### config.mk
export PLATFORM = sky130hd
export DESIGN_NAME = instr_fetch_flat
export DESIGN_NICKNAME = d
export VERILOG_FILES = /design/src/rtl/instr_fetch_if.sv /design/src/rtl/instr_fetch.sv /design/src/flat_wrapper.sv
export SDC_FILE = /design/constraint.sdc
export NUM_CORES = 1
export LEC_CHECK = 0
export ABC_AREA = 1
export CAP_MARGIN = 20
export CORE_ASPECT_RATIO = 0.5
export CORE_MARGIN = 2
export CORE_UTILIZATION = 40
export CTS_BUF_LIST = sky130_fd_sc_hd__clkbuf_4 sky130_fd_sc_hd__clkbuf_8
export CTS_CLUSTER_SIZE = 14
export DETAILED_ROUTE_END_ITERATION = 8
export PLACE_DENSITY_LB_ADDON = 0.12
export SLEW_MARGIN = 15
export SYNTH_ARGS = -nofsm -noshare
export SYNTH_HDL_FRONTEND = slang
export SYNTH_SLANG_ARGS = --single-unit
### constraint.sdc
create_clock -name clk -period 2.7 [get_ports clk]
set_clock_uncertainty 0.2 [all_clocks]
set_input_delay 0.27 -clock clk [delete_from_list [all_inputs] [get_ports clk]]
set_output_delay 0.27 -clock clk [all_outputs]
set_load 0.03 [all_outputs]
### src/rtl/instr_fetch_if.sv
// Instruction memory bus between the fetch stage (master) and the instruction memory (slave).
interface instr_fetch_if #(
  parameter int PC_W    = 16,
  parameter int INSTR_W = 17
);
  logic [PC_W-1:0]    im_addr;
  logic               im_rd_en;
  logic [INSTR_W-1:0] im_instr;

  modport master (output im_addr, output im_rd_en, input im_instr);
  modport slave  (input im_addr, input im_rd_en, output im_instr);
endinterface

### src/rtl/instr_fetch.sv
// Instruction fetch stage: owns the PC, drives the instruction memory and loads the IF/ID
// register, with stall, flush (branch redirect) and HLT detection.
module instr_fetch #(
  parameter int                  PC_W        = 16,
  parameter int                  INSTR_W     = 17,
  parameter logic [PC_W-1:0]     RESET_PC    = 16'h0000,
  parameter logic [4:0]          HALT_OPCODE = 5'h1F,
  parameter logic [INSTR_W-1:0]  NOP_INSTR   = 17'h00000
) (
  input  logic               clk,
  input  logic               rst_n,
  input  logic               stall,
  input  logic               flush,
  input  logic [PC_W-1:0]    branch_target,
  instr_fetch_if.master      imem,
  output logic [INSTR_W-1:0] ifid_instr,
  output logic [PC_W-1:0]    ifid_pc,
  output logic [PC_W-1:0]    ifid_pc_inc,
  output logic               ifid_vld,
  output logic               halted
);

  logic [PC_W-1:0] pc;
  logic [PC_W-1:0] pc_inc;
  logic            is_halt;

  // Modulo 2^PC_W: 16'hFFFF + 1 wraps to 0 with no range check.
  assign pc_inc  = pc + PC_W'(1);
  assign is_halt = (imem.im_instr[INSTR_W-1 -: 5] == HALT_OPCODE);

  assign imem.im_addr  = pc;
  assign imem.im_rd_en = rst_n & ~stall & ~halted;

  // NOTE: reset is sampled on the clock edge (synchronous), and all state uses
  // non-blocking assignments so every register sees pre-edge values of the others.
  always_ff @(posedge clk) begin
    if (!rst_n) begin
      pc          <= RESET_PC;
      ifid_instr  <= NOP_INSTR;
      ifid_pc     <= '0;
      ifid_pc_inc <= '0;
      ifid_vld    <= 1'b0;
      halted      <= 1'b0;
    end else if (flush) begin
      // Redirect wins over stall; whatever the memory returned this cycle is dropped.
      pc         <= branch_target;
      ifid_instr <= NOP_INSTR;
      ifid_vld   <= 1'b0;
      halted     <= 1'b0;
    end else if (stall) begin
      pc <= pc;
    end else if (halted) begin
      ifid_instr <= NOP_INSTR;
      ifid_vld   <= 1'b0;
    end else begin
      ifid_instr  <= imem.im_instr;
      ifid_pc     <= pc;
      ifid_pc_inc <= pc_inc;
      ifid_vld    <= 1'b1;
      pc          <= pc_inc;
      // The HLT word itself still enters decode; only later fetches stop.
      if (is_halt) halted <= 1'b1;
    end
  end

endmodule
### src/flat_wrapper.sv
// flat-port wrapper written by rule: the top's interface ports become plain ports
module instr_fetch_flat 
#(
  parameter int                  PC_W        = 16,
  parameter int                  INSTR_W     = 17,
  parameter logic [PC_W-1:0]     RESET_PC    = 16'h0000,
  parameter logic [4:0]          HALT_OPCODE = 5'h1F,
  parameter logic [INSTR_W-1:0]  NOP_INSTR   = 17'h00000
)
  (clk, rst_n, stall, flush, branch_target, ifid_instr, ifid_pc, ifid_pc_inc, ifid_vld, halted, imem_im_addr, imem_im_rd_en, imem_im_instr);
  instr_fetch_if #(.PC_W(PC_W), .INSTR_W(INSTR_W)) imem_i ();
  input  logic clk;
  input  logic rst_n;
  input  logic stall;
  input  logic flush;
  input  logic [PC_W-1:0] branch_target;
  output logic [INSTR_W-1:0] ifid_instr;
  output logic [PC_W-1:0] ifid_pc;
  output logic [PC_W-1:0] ifid_pc_inc;
  output logic ifid_vld;
  output logic halted;
  output wire logic [$bits(imem_i.im_addr)-1:0] imem_im_addr;
  output wire logic [$bits(imem_i.im_rd_en)-1:0] imem_im_rd_en;
  input wire logic [$bits(imem_i.im_instr)-1:0] imem_im_instr;
  assign imem_im_addr = imem_i.im_addr;
  assign imem_im_rd_en = imem_i.im_rd_en;
  assign imem_i.im_instr = imem_im_instr;
  instr_fetch #(.PC_W(PC_W), .INSTR_W(INSTR_W), .RESET_PC(RESET_PC), .HALT_OPCODE(HALT_OPCODE), .NOP_INSTR(NOP_INSTR)) u_core (.clk(clk), .rst_n(rst_n), .stall(stall), .flush(flush), .branch_target(branch_target), .imem(imem_i), .ifid_instr(ifid_instr), .ifid_pc(ifid_pc), .ifid_pc_inc(ifid_pc_inc), .ifid_vld(ifid_vld), .halted(halted));
endmodule
==> results.ini <==
[outcome]
run_status = complete, no violations

[sta]
period_share_pct = 76.3
layout_setup_ws_ps = 640
rsz0062_at_grt = false
min_period_ps = 2060
setup_viol = 0
relSlewSlack_pct = 60.0
drv_slew = 0
setup_tns_ps = 0
hold_viol = 0
timing.hold.ws_ps = 260
worstMarginPinSlew_ps = 599
fmaxAchievable_mhz = 486

[final_layout]
nFillCells = 613
mostFrequentLayoutCell = clkdlybuf4s50_1
antenna_cells = 0
fin_util_pct = 60.0
layout_common_cells = clkdlybuf4s50_1 (103), nand2_1 (98), dfxtp_1 (67), a21oi_1 (59), o21ai_0 (30)
synthToLayoutAreaGrowth_pct = 43.5
layout-drive-gt1-share_pct = 9.66
final_nets = 510

[detailed_routing]
remaining_drc_errors = 0
via_count = 2740
drtIter0Drc = 129
post_drt_wl_per_cell_um = 13.5
ant_nets = 0
post_drt_via_cell_ratio = 4.82
totalWireLength_um = 7690
first_pass_iters = 4

[worst_setup_path]
crit_arrival_ps = 1590
critPathKind = reg -> out
start_kind = register
worstPathMaxFanout = 7
r2r_setup_slack_ps = 830
timing.rr.start = u_core.imem.im_addr[0]$_SDFFE_PN0P_
reg2reg_depth = 7
critical_path.max_stage_delay_ps = 740
end_kind = output port
required_ps = 2230
critPathSlowestCell = clkdlybuf4s50_1
path_buf_inv = 1
reg2reg_to = u_core.ifid_pc_inc[14]$_SDFFE_PN0P_
path_cells = clkdlybuf4s50_1
crit_family = buffers and inverters

[clock_network]
clkTransAtPathRegs_ps = 70
cts_resized = 0
postCtsSetupBuffers = 0
cts_max_path_buffers = 2
cts_tree = built
ctsRootBufferMaster = clkbuf_8
cts.sinks = 67
numCtsBuffers = 9
cts_hold_buf = 0
h-tree-depth = 3
clock_latency_ps = 340

[place]
io_buffers = 104
dp_hpwl_um = 5490
pre_cts_ws_ps = 566
finalWeightedCongestion = 0.857

[power_and_ir_drop]
p_total_w = 0.00218
powerDensity_nw_per_um2 = 537
power.leakage_nw = 1.52
p_seq_share_pct = 49.3
switching_power_w = 0.000609
internal_power_w = 0.00157
peakVddDrop_uv = 261
comb_power_share_pct = 17.5
swShare_pct = 28.0
clockPowerShare_pct = 33.2

[global_routing]
grtUsageTotal_pct = 20.3
grt_overflow = 0
top_usage_layer = met2
grtUsageMet1_pct = 26.1
grt_pass1_vias = 2594
grtUsageMet3_pct = 7.52
antenna_found_initial = 0
grt_pass1_wl_um = 12300
grt_max_degree = 42
use_met2_pct = 32.2

[floorplanning]
die_y_um = 63.4
dieArea_sq_um = 7780
core_sq_um = 6750
die_x_um = 123
ios = 105
initial_utilization_pct = 41.8
rows = 21

[synthesis]
synth.avg_cell_area_sq_um = 7.61
yosysSeqAreaShare_pct = 47.5
netlist-cell-type-count = 26
synth_top_area_share_pct = 47.5
synth_area_leaders = dfxtp_1 (48%), nand2_1 (13%), a21oi_1 (10%)
synth_nets = 409
synth_top_area_cell = dfxtp_1
synth_seq_cells = 67
syn-cell-area_sq_um = 2820
synth_cells = 371
ys.warnings.count = 0

[job]
cap_violations = 0

[min_path]
hold_class = reg -> reg
hold-path-cell-count = 2
hold_path_end = u_core.ifid_vld$_SDFFE_PP0N_
worstHoldStart = u_core.ifid_vld$_SDFFE_PP0N_

area by class of cell:
type / instances / area (sq um) / share of cell area, %
clock buffer: 12 / 153 / 3.77
sequential: 67 / 1340 / 33.1
clock inverter: 3 / 15.0 / 0.371
timing repair buffer: 109 / 1080 / 26.6
inverter: 33 / 129 / 3.18
tap: 92 / 115 / 2.84
multi-input combinational: 252 / 1220 / 30.2
worst max path at each step:
stage / slack, ps / to / depth (start not counted) / startpoint
detailed placement: 570 / u_core.ifid_pc[8]$_SDFFE_PN0P_ / 6 / stall
CTS: 630 / imem_im_addr[0] / 1 / u_core.imem.im_addr[0]$_SDFFE_PN0P_
floorplan: 950 / u_core.ifid_pc_inc[10]$_SDFFE_PN0P_ / 8 / u_core.imem.im_addr[0]$_SDFFE_PN0P_
finish: 640 / imem_im_addr[0] / 1 / u_core.imem.im_addr[0]$_SDFFE_PN0P_
global placement: 620 / u_core.imem.im_addr[11]$_SDFFE_PN0P_ / 6 / stall
global route: 590 / imem_im_addr[0] / 1 / u_core.imem.im_addr[0]$_SDFFE_PN0P_
synthesized netlist by cell type:
library cell and number:
nand4_1 3, clkbuf_1 5, nand3_1 8, nand2_4 1, a31oi_1 5, nor2_2 4, xor2_1 2, inv_6 1
inv_2 3, nor3b_1 1, dfxtp_1 67, a21oi_2 2, nand2_1 98, o21ai_0 30, o21ai_1 4, nor2_4 2
nor2_1 20, buf_6 5, nand2_2 2, buf_8 1, nand3_2 9, a21oi_1 59, ha_1 1, or2_2 1
inv_1 29, buf_2 8
sequential cells by signal, summed over array words and instances, names as in the netlist:
signal,cells
u_core.ifid_instr,17
u_core.ifid_pc,16
u_core.ifid_pc_inc,16
u_core.imem.im_addr,16
u_core.halted,1
u_core.ifid_vld,1
cells by family (layout without fill, tap and decap cells):
group | Yosys count | after routing | share of synthesized area (%)
flip-flops | 67 | 67 | 47.5
AO/OA/AOI/OAI | 100 | 100 | 18.2
adder cells (fa/ha/maj) | 1 | 1 | 0.443
AND/OR/NAND/NOR | 149 | 149 | 24.0
XOR/XNOR | 2 | 2 | 0.621
buffers and inverters | 52 | 157 | 9.18
power groups by stage:
| stage | Combinational, W | Clock [W] | Sequential [W] |
|---|---|---|---|
| global route | 0.000410 | 0.000795 | 0.00108 |
| detailed placement | 0.000380 | 0 | 0.00109 |
| CTS | 0.000382 | 0.000741 | 0.00107 |
| floorplan | 0.000130 | 0 | 0.00117 |
| global placement | 0.000376 | 0 | 0.00109 |
| finish | 0.000380 | 0.000723 | 0.00107 |
per-layer routing:
| metal | wire [um] | up-vias |
|---|---|---|
| met1 | 3550 | 1250 |
| met3 | 585 | 5 |
| met4 | 51 | 0 |
| li1 | - | 1404 |
| met5 | 0 | - |
| met2 | 3500 | 81 |
through the flow:
stage	std cells	cell area, sq um
floorplan	371	2820
global route	568	4050
detailed placement	553	3880
finish	568	4050
CTS	568	4050
global placement	553	3880
worst min-delay path, delay by kind of cell (launching register included):
family           cells  cell delay [ps]
flip-flops           1              310
AND/OR/NAND/NOR      1               50
AO/OA/AOI/OAI        1               50
(Power assumes the default switching activity.)
